$ cat src/rtl/tdes_pkg.sv
// Shared types, pass tables and helpers for the triple-DES sequencer.
package tdes_pkg;

   localparam int unsigned DATA_W = 64;

   typedef enum logic [2:0] {
      IDLE,
      START1,
      WAIT1,
      START2,
      WAIT2,
      START3,
      WAIT3,
      DONE
   } state_t;

   typedef struct packed {
      logic [1:0] key_sel;
      logic       decrypt;
   } pass_cfg_t;

   localparam logic [1:0] KEY1 = 2'd0;
   localparam logic [1:0] KEY2 = 2'd1;
   localparam logic [1:0] KEY3 = 2'd2;

   // Index 0 is the first pass of the job.
   localparam pass_cfg_t [2:0] EDE_TABLE = '{
      pass_cfg_t'{KEY3, 1'b0},
      pass_cfg_t'{KEY2, 1'b1},
      pass_cfg_t'{KEY1, 1'b0}
   };

   localparam pass_cfg_t [2:0] DED_TABLE = '{
      pass_cfg_t'{KEY1, 1'b1},
      pass_cfg_t'{KEY2, 1'b0},
      pass_cfg_t'{KEY3, 1'b1}
   };

   // Key/direction for a pass; out-of-range index falls back to key1/encrypt.
   function automatic pass_cfg_t pass_lookup(input logic encrypt, input logic [1:0] idx);
      pass_cfg_t cfg;
      cfg = pass_cfg_t'{KEY1, 1'b0};
      case (idx)
         2'd0:    cfg = encrypt ? EDE_TABLE[0] : DED_TABLE[0];
         2'd1:    cfg = encrypt ? EDE_TABLE[1] : DED_TABLE[1];
         2'd2:    cfg = encrypt ? EDE_TABLE[2] : DED_TABLE[2];
         default: cfg = pass_cfg_t'{KEY1, 1'b0};
      endcase
      return cfg;
   endfunction

   // Pass index associated with a START/WAIT state.
   function automatic logic [1:0] state_pass(input state_t s);
      logic [1:0] idx;
      case (s)
         START1, WAIT1: idx = 2'd0;
         START2, WAIT2: idx = 2'd1;
         default:       idx = 2'd2;
      endcase
      return idx;
   endfunction

   function automatic logic is_start(input state_t s);
      return (s == START1) || (s == START2) || (s == START3);
   endfunction

endpackage

$ cat src/rtl/tdes_key_mux.sv
// Selects the key and direction for one DES pass from the pass index and job type.
module tdes_key_mux
   import tdes_pkg::*;
(
   input  logic [1:0]        pass_idx,
   input  logic              encrypt,
   input  logic [DATA_W-1:0] key1,
   input  logic [DATA_W-1:0] key2,
   input  logic [DATA_W-1:0] key3,
   output logic [DATA_W-1:0] key_c,
   output logic              decrypt_c
);

   pass_cfg_t cfg_c;

   // Table lookup followed by the key select.
   always_comb begin
      cfg_c     = pass_lookup(encrypt, pass_idx);
      decrypt_c = cfg_c.decrypt;
      case (cfg_c.key_sel)
         KEY2:    key_c = key2;
         KEY3:    key_c = key3;
         default: key_c = key1;
      endcase
   end

endmodule

$ cat config.mk
export PLATFORM = sky130hd
export DESIGN_NAME = tdes_key_mux
export DESIGN_NICKNAME = d
export VERILOG_FILES = /design/src/rtl/tdes_pkg.sv /design/src/rtl/tdes_key_mux.sv
export SDC_FILE = /design/constraint.sdc
export NUM_CORES = 1
export LEC_CHECK = 0
export ABC_AREA = 0
export BUFFER_PORTS_ARGS = -buffer_cell sky130_fd_sc_hd__buf_2
export CORE_AREA = 2 2 101 103
export DETAILED_ROUTE_END_ITERATION = 12
export DIE_AREA = 0 0 103 105
export PLACE_DENSITY = 0.67
export SYNTH_ARGS = -nofsm -noshare
export SYNTH_HDL_FRONTEND = slang
export SYNTH_SLANG_ARGS = --single-unit
$ cat constraint.sdc
create_clock -name vclk -period 2.5
set_input_delay 0.125 -clock vclk [all_inputs]
set_output_delay 0.125 -clock vclk [all_outputs]
set_load 0.01 [all_outputs]
# Yosys cells after proc, flatten, opt, wreduce, memory -nomap -nowiden
# Cells that the tools add are included.
# word_totals
reg_bits	0
input_bits	195
output_inout_bits	65
elab_cells	10
# op_classes
n_eq_ne	4
muxes	5
reduce_logical	1
# ops
cell	n
$pmux 64 s2	1
$pmux 3 s3	1
$mux 3	2
$eq 2x1->1 const B	2
$eq 2x2->1 const B	2
$logic_not 2->1	1
$mux 1	1

# Logic depth before layout (Yosys ltp)
# Gate-level depths: netlist of the first run.
# logic_depth
word_depth	4
ltp_mapped	6

# Worst setup path after synthesis of the first run
# Ideal clock, no wire load.
# synth_timing
kind	input to output
startpoint	in pass_idx[1]
endpoint	out key_c[21]
arrival_time_ns	1.061
t_required_ns	2.375
setup_slack_ns	1.314
path_stages	6
n_path_buf	5
path_cell_list	buf_4 buf_12 buf_12 buf_6 buf_4 a21oi_1
# synth_via
elab_chain_len	4
word_cells_on_any_way	7
cone_classes	eq/ne (4); mux (2); reduce/logical (1)
# synth_lines
element	line_no	rtl
from (decl)	tdes_key_mux.sv:5	input logic [1:0] pass_idx,
$eq 2x2->1 (tied with other cells)	tdes_pkg.sv:43	case (idx)
$pmux 3 s3 (*)	tdes_pkg.sv:43	
$eq 2x2->1 / $eq 2x1->1 (equally long branches)	tdes_key_mux.sv:20	case (cfg_c.key_sel)
$pmux 64 s2 (*)	tdes_key_mux.sv:20	
to (decl)	tdes_key_mux.sv:10	output logic [DATA_W-1:0] key_c,
# Every way passes the cells marked *; elsewhere a longest branch is shown, timed or not.

# Worst setup path in the final report of the first run
# layout_timing
startpoint	in pass_idx[1]
endpoint	out key_c[57]
# The elaborated chain is that of the path after synthesis.

==> metrics.csv, run 1 <==
stage,metric,value,unit
final_layout,clock buffer count,0,
sta,measured slew at the worst slew-check pin,0.438,ns
sta,Final WS setup,0.913,ns
worst_setup_path,Worst Path Max Fanout,35,
sta,fin crit share,63.5,%
synth,Synth top area share,41.2,%
worst_setup_path,CP Capture Type,output pin,
final_layout,n_diodes,0,
final_layout,register area,0,µm²
synth,synth unique cells,17,
final_layout,fin nets,791,
sta,count of final setup violators,0,
place,pre-CTS setup slack,0.923,ns
worst_setup_path,WP data required,2.38,ns
global_routing,grt ovf,0,
status,status,finished clean,
synth,Syn Nets,570,
global_routing,GRT Resource Usage Total,17.8,%
worst_setup_path,WS Path Type,primary input to output pin,
power_and_ir_drop,Max VDD drop,0.118,mV
min_path,Min-Delay Path Class,primary input to output pin,
sta,setup TNS,0,ns
synth,main area contributors after synthesis,"mux2i_1 (41%), a22o_1 (18%), o22ai_1 (13%)",
power_and_ir_drop,Leak,2.28,nW
routing,via/cell ratio,5.57,
place,number of buffers inserted by port buffering,260,
floorplanning,die width,103,µm
floorplanning,Core Area,9640,µm²
synth,post-synthesis average cell area,8.29,µm²
global_routing,first-pass GRT wire length,16600,µm
routing,final WL,11200,µm
final_layout,share of cells above drive strength 1,52.2,%
floorplanning,chip height,105,µm
place,placed cell count,727,
final_layout,number of sequential cells,0,
sta,Final Hold Vio Count,0,
final_layout,area delta synth->final,40.0,%
floorplanning,I/O pin cnt,260,
synth,mapped cell area,3110,µm²
synth,"Seq/Total Area, Yosys",0,%
synth,cell count after synthesis,375,
worst_setup_path,CP Launch Type,primary input,
place,DPL Wire Length,8450,µm
sta,Max Slew Vio Count,0,
global_routing,number of global-route vias before repair,3913,
sta,min Tclk post-route,1.59,ns
synth,Synth area leader,mux2i_1,
place,gpl congestion,0.870,
global_routing,largest net degree at the start of global routing,65,
clock_network,cts repair resizes,0,
synth,YS warnings,0,
routing,DR vias,4050,
final_layout,Post-Layout Cell Count,727,
final_layout,fillers,982,
routing,remaining antenna violation count,0,
clock_network,Post-CTS Setup Inserts,0,
floorplanning,Starting Density,32.3,%
run,max-cap violation count,0,
sta,FMAX,630,MHz
global_routing,initial antenna violation count,0,
floorplanning,row count,36,
routing,Initial DRT Pass Iterations,4,
final_layout,Multi-input gate area,2740,µm²
sta,unrepaired setup endpoints after global routing,no,
routing,DRC Markers,0,
clock_network,Hold Buf Count CTS,0,
power_and_ir_drop,power density over the cells,213,nW/µm²
routing,Avg WL per Cell,15.4,µm
floorplanning,die area,10800,µm²
sta,Worst slew margin,70.8,%
worst_setup_path,WP data arrival,1.46,ns
routing,First DRT Iteration DRCs,128,
logic make-up after synthesis:
kind of cell	synth area share (%)
simple gates	0.644
buf+inv	12.2
compound gates	46.0
mux	41.2
stage by stage:
step                      area [µm²]  utilization (%)  hold WS (ns)  power (mW)
after floorplan                 3110                -         0.452       0.584
after global placement          4350             45.1         0.645       0.898
after detailed placement        4350             45.1         0.651       0.926
after CTS                       4350             45.1         0.654       0.930
after global routing            4350             45.1         0.670        1.00
final                           4350             45.1         0.648       0.927
critical path: stages:
cell	delay, ns
buf_6	0.31
buf_4	0.37
mux2i_1	0.12
a22o_1	0.25
a21oi_2	0.11
buf_2	0.14
power breakdown:
group	internal, mW	switching, mW
Sequential	0	0
Clock	0	0
Combinational	0.457	0.470
Total	0.457	0.470
cell type report:
class / instances / area share (%)
well taps: 133 / 3.82
repair buffers: 270 / 33.3
multi-input cells: 324 / 62.9
worst paths after layout:
check / slack (ns) / cells after the start / to / start
max: 0.91 / 6 / key_c[57] / pass_idx[1]
min: 0.65 / 4 / key_c[32] / key3[32]
placed cells by master, fill, tap and decap left out, drive strengths merged:
master	n
a22o	64
nor2	1
o22ai	64
mux2i	128
o21ai	1
nand3b	1
nand2b	1
buf	270
a21oi	64
synthesized netlist by cell type (all sizes together):
library cell,n
clkbuf,7
o22ai,64
a22o,64
o21ai,1
nand3b,1
nor2,1
a21oi,64
nand2b,1
buf,44
mux2i,128
per-layer routing:
metal / GRT usage (%) / part of all wire, %
met2: 37.1 / 54
met4: 3.29 / 1.1
met5: 0 / 0
met3: 1.54 / 6.2
met1: 18.5 / 39
(Power assumes the default switching activity.)
==> run 2, diff against run 1 <==
ABC_AREA = 1   (was 0)
CORE_AREA = 2 2 100 102   (was 2 2 101 103)
DIE_AREA = 0 0 102 104   (was 0 0 103 105)
PLACE_DENSITY = 0.54   (was 0.67)
clock period = 1.34 ns   (was 2.5 ns; I/O delays follow)
==> run 2 against run 1 <==
Global-route usage shrank 3.7 points; via count decreased by 20%; routed wire length down 22%; combinational power rose by 24%; die area down 1.9%; worst hold slack worse by 0.22 ns; setup slack worse by 0.76 ns; first-iteration DRC count shrank 11%; cell count decreased by 8.0%; non-clock buffer count stayed put.
==> metrics.csv, run 2 <==
stage,metric,value,unit,change
status,status,finished clean,,unchanged
run,max-cap violation count,0,,unchanged
sta,Worst slew margin,76.9,%,was 70.8%
global_routing,first-pass GRT wire length,12900,µm,"was 16,600 µm"
global_routing,initial antenna violation count,0,,unchanged
sta,setup TNS,0,ns,unchanged
place,gpl congestion,0.851,,was 0.870
power_and_ir_drop,power density over the cells,382,nW/µm²,was 213 nW/µm²
synth,Syn Nets,501,,was 570
global_routing,grt ovf,0,,unchanged
global_routing,number of global-route vias before repair,2791,,"was 3,913"
worst_setup_path,CP Cell Sequence,buf_2 -> inv_2 -> nand2_4 -> buf_4 -> nand4_1 -> nand3_1 -> buf_2,,was buf_6 -> buf_4 -> mux2i_1 -> a22o_1 -> a21oi_2 -> buf_2
floorplanning,die area,10600,µm²,"was 10,800 µm²"
routing,Initial DRT Pass Iterations,5,,was 4
routing,DRC Markers,0,,unchanged
routing,remaining antenna violation count,0,,unchanged
place,DPL Wire Length,6730,µm,was 8450 µm
synth,mapped cell area,1740,µm²,was 3110 µm²
power_and_ir_drop,Leak,1.70,nW,was 2.28 nW
clock_network,Post-CTS Setup Inserts,0,,unchanged
final_layout,fin util,31.5,%,was 45.1%
synth,"Seq/Total Area, Yosys",0,%,unchanged
final_layout,fin nets,733,,was 791
synth,Synth area leader,nand3_1,,was mux2i_1
sta,fin crit share,88.3,%,
worst_setup_path,WS Path Type,primary input to output pin,,unchanged
floorplanning,row count,36,,unchanged
floorplanning,chip height,104,µm,was 105 µm
power_and_ir_drop,Max VDD drop,0.214,mV,was 0.118 mV
synth,post-synthesis average cell area,5.67,µm²,was 8.29 µm²
final_layout,Post-Layout Cell Count,669,,was 727
worst_setup_path,CP Capture Type,output pin,,unchanged
sta,count of final setup violators,0,,unchanged
worst_setup_path,WP data required,1.27,ns,was 2.38 ns
final_layout,Multi-input gate area,1390,µm²,was 2740 µm²
floorplanning,Core Area,9550,µm²,was 9640 µm²
final_layout,register area,0,µm²,unchanged
synth,main area contributors after synthesis,"nand3_1 (34%), nand4_1 (23%), nand2_1 (14%)",,"was mux2i_1 (41%), a22o_1 (18%), o22ai_1 (13%)"
routing,final WL,8800,µm,"was 11,200 µm"
final_layout,"most common cell after layout, fill and taps aside",buf_2,,unchanged
final_layout,number of sequential cells,0,,unchanged
final_layout,most frequent cells in the layout,"buf_2 (260), nand3_1 (117), nand2_1 (65)",,"was buf_2 (258), mux2i_1 (128), o22ai_1 (64), a22o_1 (64), a21oi_2 (38)"
floorplanning,Starting Density,18.2,%,was 32.3%
floorplanning,die width,102,µm,was 103 µm
place,number of buffers inserted by port buffering,260,,unchanged
worst_setup_path,CP Launch Type,primary input,,unchanged
final_layout,fillers,1108,,was 982
synth,synth cell count leaders,"nand3_1 (117), nand2_1 (65), nand4_1 (64)",,"was mux2i_1 (128), a22o_1 (64), o22ai_1 (64)"
worst_setup_path,Critical Path Most Common Cell,buf_2,,
synth,cell count after synthesis,306,,was 375
routing,Avg WL per Cell,13.2,µm,was 15.4 µm
min_path,Min-Delay Path Class,primary input to output pin,,unchanged
synth,synth unique cells,15,,was 17
floorplanning,I/O pin cnt,260,,unchanged
synth,"count leader, synth",nand3_1,,was mux2i_1
sta,Final Hold Vio Count,0,,unchanged
worst_setup_path,Worst path max stage delay,0.33,ns,was 0.37 ns
global_routing,largest net degree at the start of global routing,65,,unchanged
final_layout,area delta synth->final,73.5,%,was 40.0%
worst_setup_path,WP data arrival,1.12,ns,was 1.46 ns
sta,unrepaired setup endpoints after global routing,no,,unchanged
final_layout,share of cells above drive strength 1,53.7,%,was 52.2%
global_routing,GRT Resource Usage Total,14.1,%,was 17.8%
clock_network,Hold Buf Count CTS,0,,unchanged
routing,First DRT Iteration DRCs,114,,was 128
synth,Synth top area share,33.7,%,was 41.2%
place,placed cell count,669,,was 727
sta,Max Slew Vio Count,0,,unchanged
final_layout,n_diodes,0,,unchanged
routing,via/cell ratio,4.84,,was 5.57
worst_setup_path,"delay-heaviest family, CP",buffers and inverters,,unchanged
worst_setup_path,worst path buffer plus inverter count,4,,was 3
worst_setup_path,slowest library cell on the worst path,buf_4,,unchanged
final_layout,clock buffer count,0,,unchanged
sta,min Tclk post-route,1.18,ns,
routing,DR vias,3238,,"was 4,050"
sta,FMAX,845,MHz,
synth,YS warnings,0,,unchanged
worst_setup_path,Worst Path Max Fanout,30,,was 35
clock_network,cts repair resizes,0,,unchanged
sta,measured slew at the worst slew-check pin,0.346,ns,was 0.438 ns
[run 2: cell count changes after synthesis, moves of 38 or more]
cell,previous run,this run
nand4_1,0,64
mux2i_1,128,0
nand2_1,0,65
a22o_1,64,0
a21oi_2,38,0
o22ai_1,64,0
nand3_1,0,117
[run 2: area by class of cell]
cell class | instances | share of cell area [%]
timing repair buffer | 270 | 47.8
inverter | 4 | 0.499
multi-input combinational | 262 | 46.2
tap | 133 | 5.53
[run 2: path summary, 6_finish.rpt]
kind | cells after the start | slack [ns] | end | from
min | 4 | 0.43 | key_c[47] | key2[47]
max | 7 | 0.16 | key_c[61] | pass_idx[1]
[run 2: power breakdown]
group | internal (mW) | switching (mW)
combinational | 0.539 | 0.612
sequential | 0 | 0
clock | 0 | 0
[run 2: layer usage]
layer  vias to the layer above  GRT usage (%)  part of all wire, %
met5                         -              0                    0
met2                       144           28.5                   54
met4                         0          0.190                    0
met3                         0          0.941                  7.1
met1                      1499           16.6                   39
li1                       1595              -                    -
[run 2: metrics by stage]
step                      total power, mW  cell area, µm²  hold slack, ns  setup WS (ns)
after global placement               1.15            3010           0.433          0.137
after CTS                            1.16            3010           0.434          0.123
after detailed placement             1.16            3010           0.433          0.122
final                                1.15            3010           0.433          0.157
after global routing                 1.26            3010           0.442        0.00675
after floorplan                     0.623            1740           0.248          0.537
[run 2: tightest hold or removal path, stage by stage]
cell     delay, ns
buf_2         0.07
nand2_1       0.04
nand3_1       0.06
buf_2         0.12
[run 2: kinds of logic (layout without fill, tap and decap cells)]
group	after synthesis	count (layout)	share of synthesized area, %
AO/OA/AOI/OAI	1	1	0.288
AND/OR/NAND/NOR	261	261	79.9
buffers and inverters	44	274	19.8
==> run 3, diff against run 2 <==
ABC_AREA = 0   (was 1)
CORE_AREA = default   (was 2 2 100 102)
CORE_ASPECT_RATIO = 0.5   (was default)
CORE_MARGIN = 1   (was default)
CORE_UTILIZATION = 37   (was default)
DIE_AREA = default   (was 0 0 102 104)
PLACE_DENSITY = 0.79   (was 0.54)
==> run 3 against run 2 <==
Critical path depth is 1 lower; highest routed layer is now met4; total power increased by 55%; global-route usage rose by 8.8 points; non-clock buffer count up 9; die area fell by 17%; critical path type unchanged; sequential share of layout area did not move; flip-flop and latch count is the same; largest power group unchanged; worst hold slack gained 0.10 ns; first-iteration DRC count up 140%; core utilization grew 24 points; combinational power up 55%; critical endpoint is now key_c[25].
==> metrics.csv, run 3 (synthesis results as in run 1) <==
stage,metric,value,unit,change
place,pre-CTS setup slack,0.147,ns,was 0.122 ns
routing,First DRT Iteration DRCs,275,,was 114
place,DPL Wire Length,8760,µm,was 6730 µm
final_layout,number of sequential cells,0,,unchanged
min_path,end of the worst hold path,key_c[1],,was key_c[47]
power_and_ir_drop,Sw Share,50.1,%,was 53.2%
routing,DRC Markers,0,,unchanged
sta,unrepaired setup endpoints after global routing,no,,unchanged
final_layout,fin nets,800,,was 733
routing,final WL,11300,µm,was 8800 µm
worst_setup_path,WP data required,1.27,ns,about the same
power_and_ir_drop,design internal power,0.890,mW,was 0.539 mW
final_layout,n_diodes,0,,unchanged
clock_network,Hold Buf Count CTS,0,,unchanged
final_layout,share of cells above drive strength 1,52.9,%,was 53.7%
min_path,hold depth,4,,unchanged
power_and_ir_drop,share of total power in the clock network,0,%,about the same
sta,measured slew at the worst slew-check pin,0.461,ns,was 0.346 ns
power_and_ir_drop,Leak,2.34,nW,was 1.70 nW
sta,Worst slew margin,69.3,%,was 76.9%
global_routing,initial antenna violation count,0,,unchanged
worst_setup_path,WS Path Type,primary input to output pin,,unchanged
power_and_ir_drop,Max VDD drop,0.158,mV,was 0.214 mV
final_layout,fin util,55.1,%,was 31.5%
sta,Final Hold Vio Count,0,,unchanged
routing,remaining antenna violation count,0,,unchanged
sta,fin crit share,90.5,%,was 88.3%
sta,setup TNS,0,ns,unchanged
worst_setup_path,CP Capture Type,output pin,,unchanged
sta,min Tclk post-route,1.21,ns,was 1.18 ns
floorplanning,I/O pin cnt,260,,unchanged
power_and_ir_drop,combinational power share,100.0,%,about the same
floorplanning,Core Area,8090,µm²,was 9550 µm²
final_layout,"most common cell after layout, fill and taps aside",buf_2,,unchanged
sta,Max Slew Vio Count,0,,unchanged
final_layout,area delta synth->final,43.3,%,was 73.5%
routing,via/cell ratio,5.81,,was 4.84
final_layout,fillers,765,,"was 1,108"
clock_network,cts repair resizes,0,,unchanged
worst_setup_path,CP Launch Type,primary input,,unchanged
global_routing,GRT Resource Usage Total,22.9,%,was 14.1%
global_routing,first-pass GRT wire length,17200,µm,"was 12,900 µm"
min_path,Min-Delay Path Class,primary input to output pin,,unchanged
global_routing,number of global-route vias before repair,3752,,"was 2,791"
worst_setup_path,Worst Path Max Fanout,35,,was 30
sta,count of final setup violators,0,,unchanged
global_routing,grt ovf,0,,unchanged
sta,worst hold slack,0.532,ns,was 0.433 ns
final_layout,most frequent cells in the layout,"buf_2 (258), mux2i_1 (128), o22ai_1 (64), a22o_1 (64), a21oi_2 (38)",,"was buf_2 (260), nand3_1 (117), nand2_1 (65)"
run,max-cap violation count,0,,unchanged
clock_network,Post-CTS Setup Inserts,0,,unchanged
routing,DR vias,4157,,"was 3,238"
routing,Avg WL per Cell,15.8,µm,was 13.2 µm
power_and_ir_drop,power density over the cells,400,nW/µm²,was 382 nW/µm²
status,status,finished clean,,unchanged
min_path,Worst Hold Launch,key3[1],,was key2[47]
sta,FMAX,824,MHz,was 845 MHz
floorplanning,Starting Density,38.4,%,was 18.2%
routing,Initial DRT Pass Iterations,4,,was 5
final_layout,clock buffer count,0,,unchanged
floorplanning,die width,132,µm,was 102 µm
sta,Final WS setup,0.127,ns,was 0.157 ns
final_layout,register area,0,µm²,unchanged
power_and_ir_drop,Psw,0.893,mW,was 0.612 mW
floorplanning,row count,23,,was 36
global_routing,largest net degree at the start of global routing,45,,was 65
power_and_ir_drop,Seq pwr share,0,%,about the same
worst_setup_path,WP data arrival,1.15,ns,was 1.12 ns
floorplanning,die area,8800,µm²,"was 10,600 µm²"
place,number of buffers inserted by port buffering,260,,unchanged
floorplanning,chip height,66.8,µm,was 104 µm
place,gpl congestion,0.878,,was 0.851
-- run 3: how the worst max path moves through the flow --
stage                      from         to  depth (start not counted)
CTS                     encrypt  key_c[25]                          6
global route            encrypt  key_c[25]                          6
floorplan           pass_idx[1]  key_c[21]                          6
finish                  encrypt  key_c[25]                          6
detailed placement      encrypt  key_c[25]                          6
global placement    pass_idx[1]  key_c[41]                          6
-- run 3: worst max-delay path: stages --
cell and delay (ns):
buf_4 0.21, buf_12 0.24, mux2i_1 0.11, a22o_1 0.19
a21oi_2 0.13, buf_2 0.16
-- run 3: layout make-up --
| type | count | area [µm²] | share of cell area (%) |
|---|---|---|---|
| multi-input cells | 324 | 2740 | 61.4 |
| repair buffers | 279 | 1580 | 35.4 |
| well taps | 112 | 140 | 3.15 |
-- run 3: stage by stage --
step                power (mW)  cell area, µm²  instances
floorplan                 1.09            3110        375
finish                    1.78            4460        715
global placement          1.73            4460        715
global route              1.93            4460        715
detailed placement        1.77            4460        715
CTS                       1.77            4460        715
-- run 3: layer usage --
layer | part of all wire [%] | track usage, % | routed length [µm] | up-vias
met3 | 5.0 | 1.52 | 572 | 26
met5 | 0 | 0 | 0 | -
li1 | - | - | - | 2007
met1 | 43 | 29.3 | 4860 | 1966
met2 | 50 | 42.3 | 5710 | 158
met4 | 1.7 | 6.10 | 189 | 0
-- run 3: power groups by stage --
stage	sequential, mW	combinational, mW	clock [mW]
2_1_floorplan	0	1.09	0
4_1_cts	0	1.77	0
3_5_place_dp	0	1.77	0
5_1_grt	0	1.93	0
3_3_place_gp	0	1.73	0
6_report	0	1.78	0
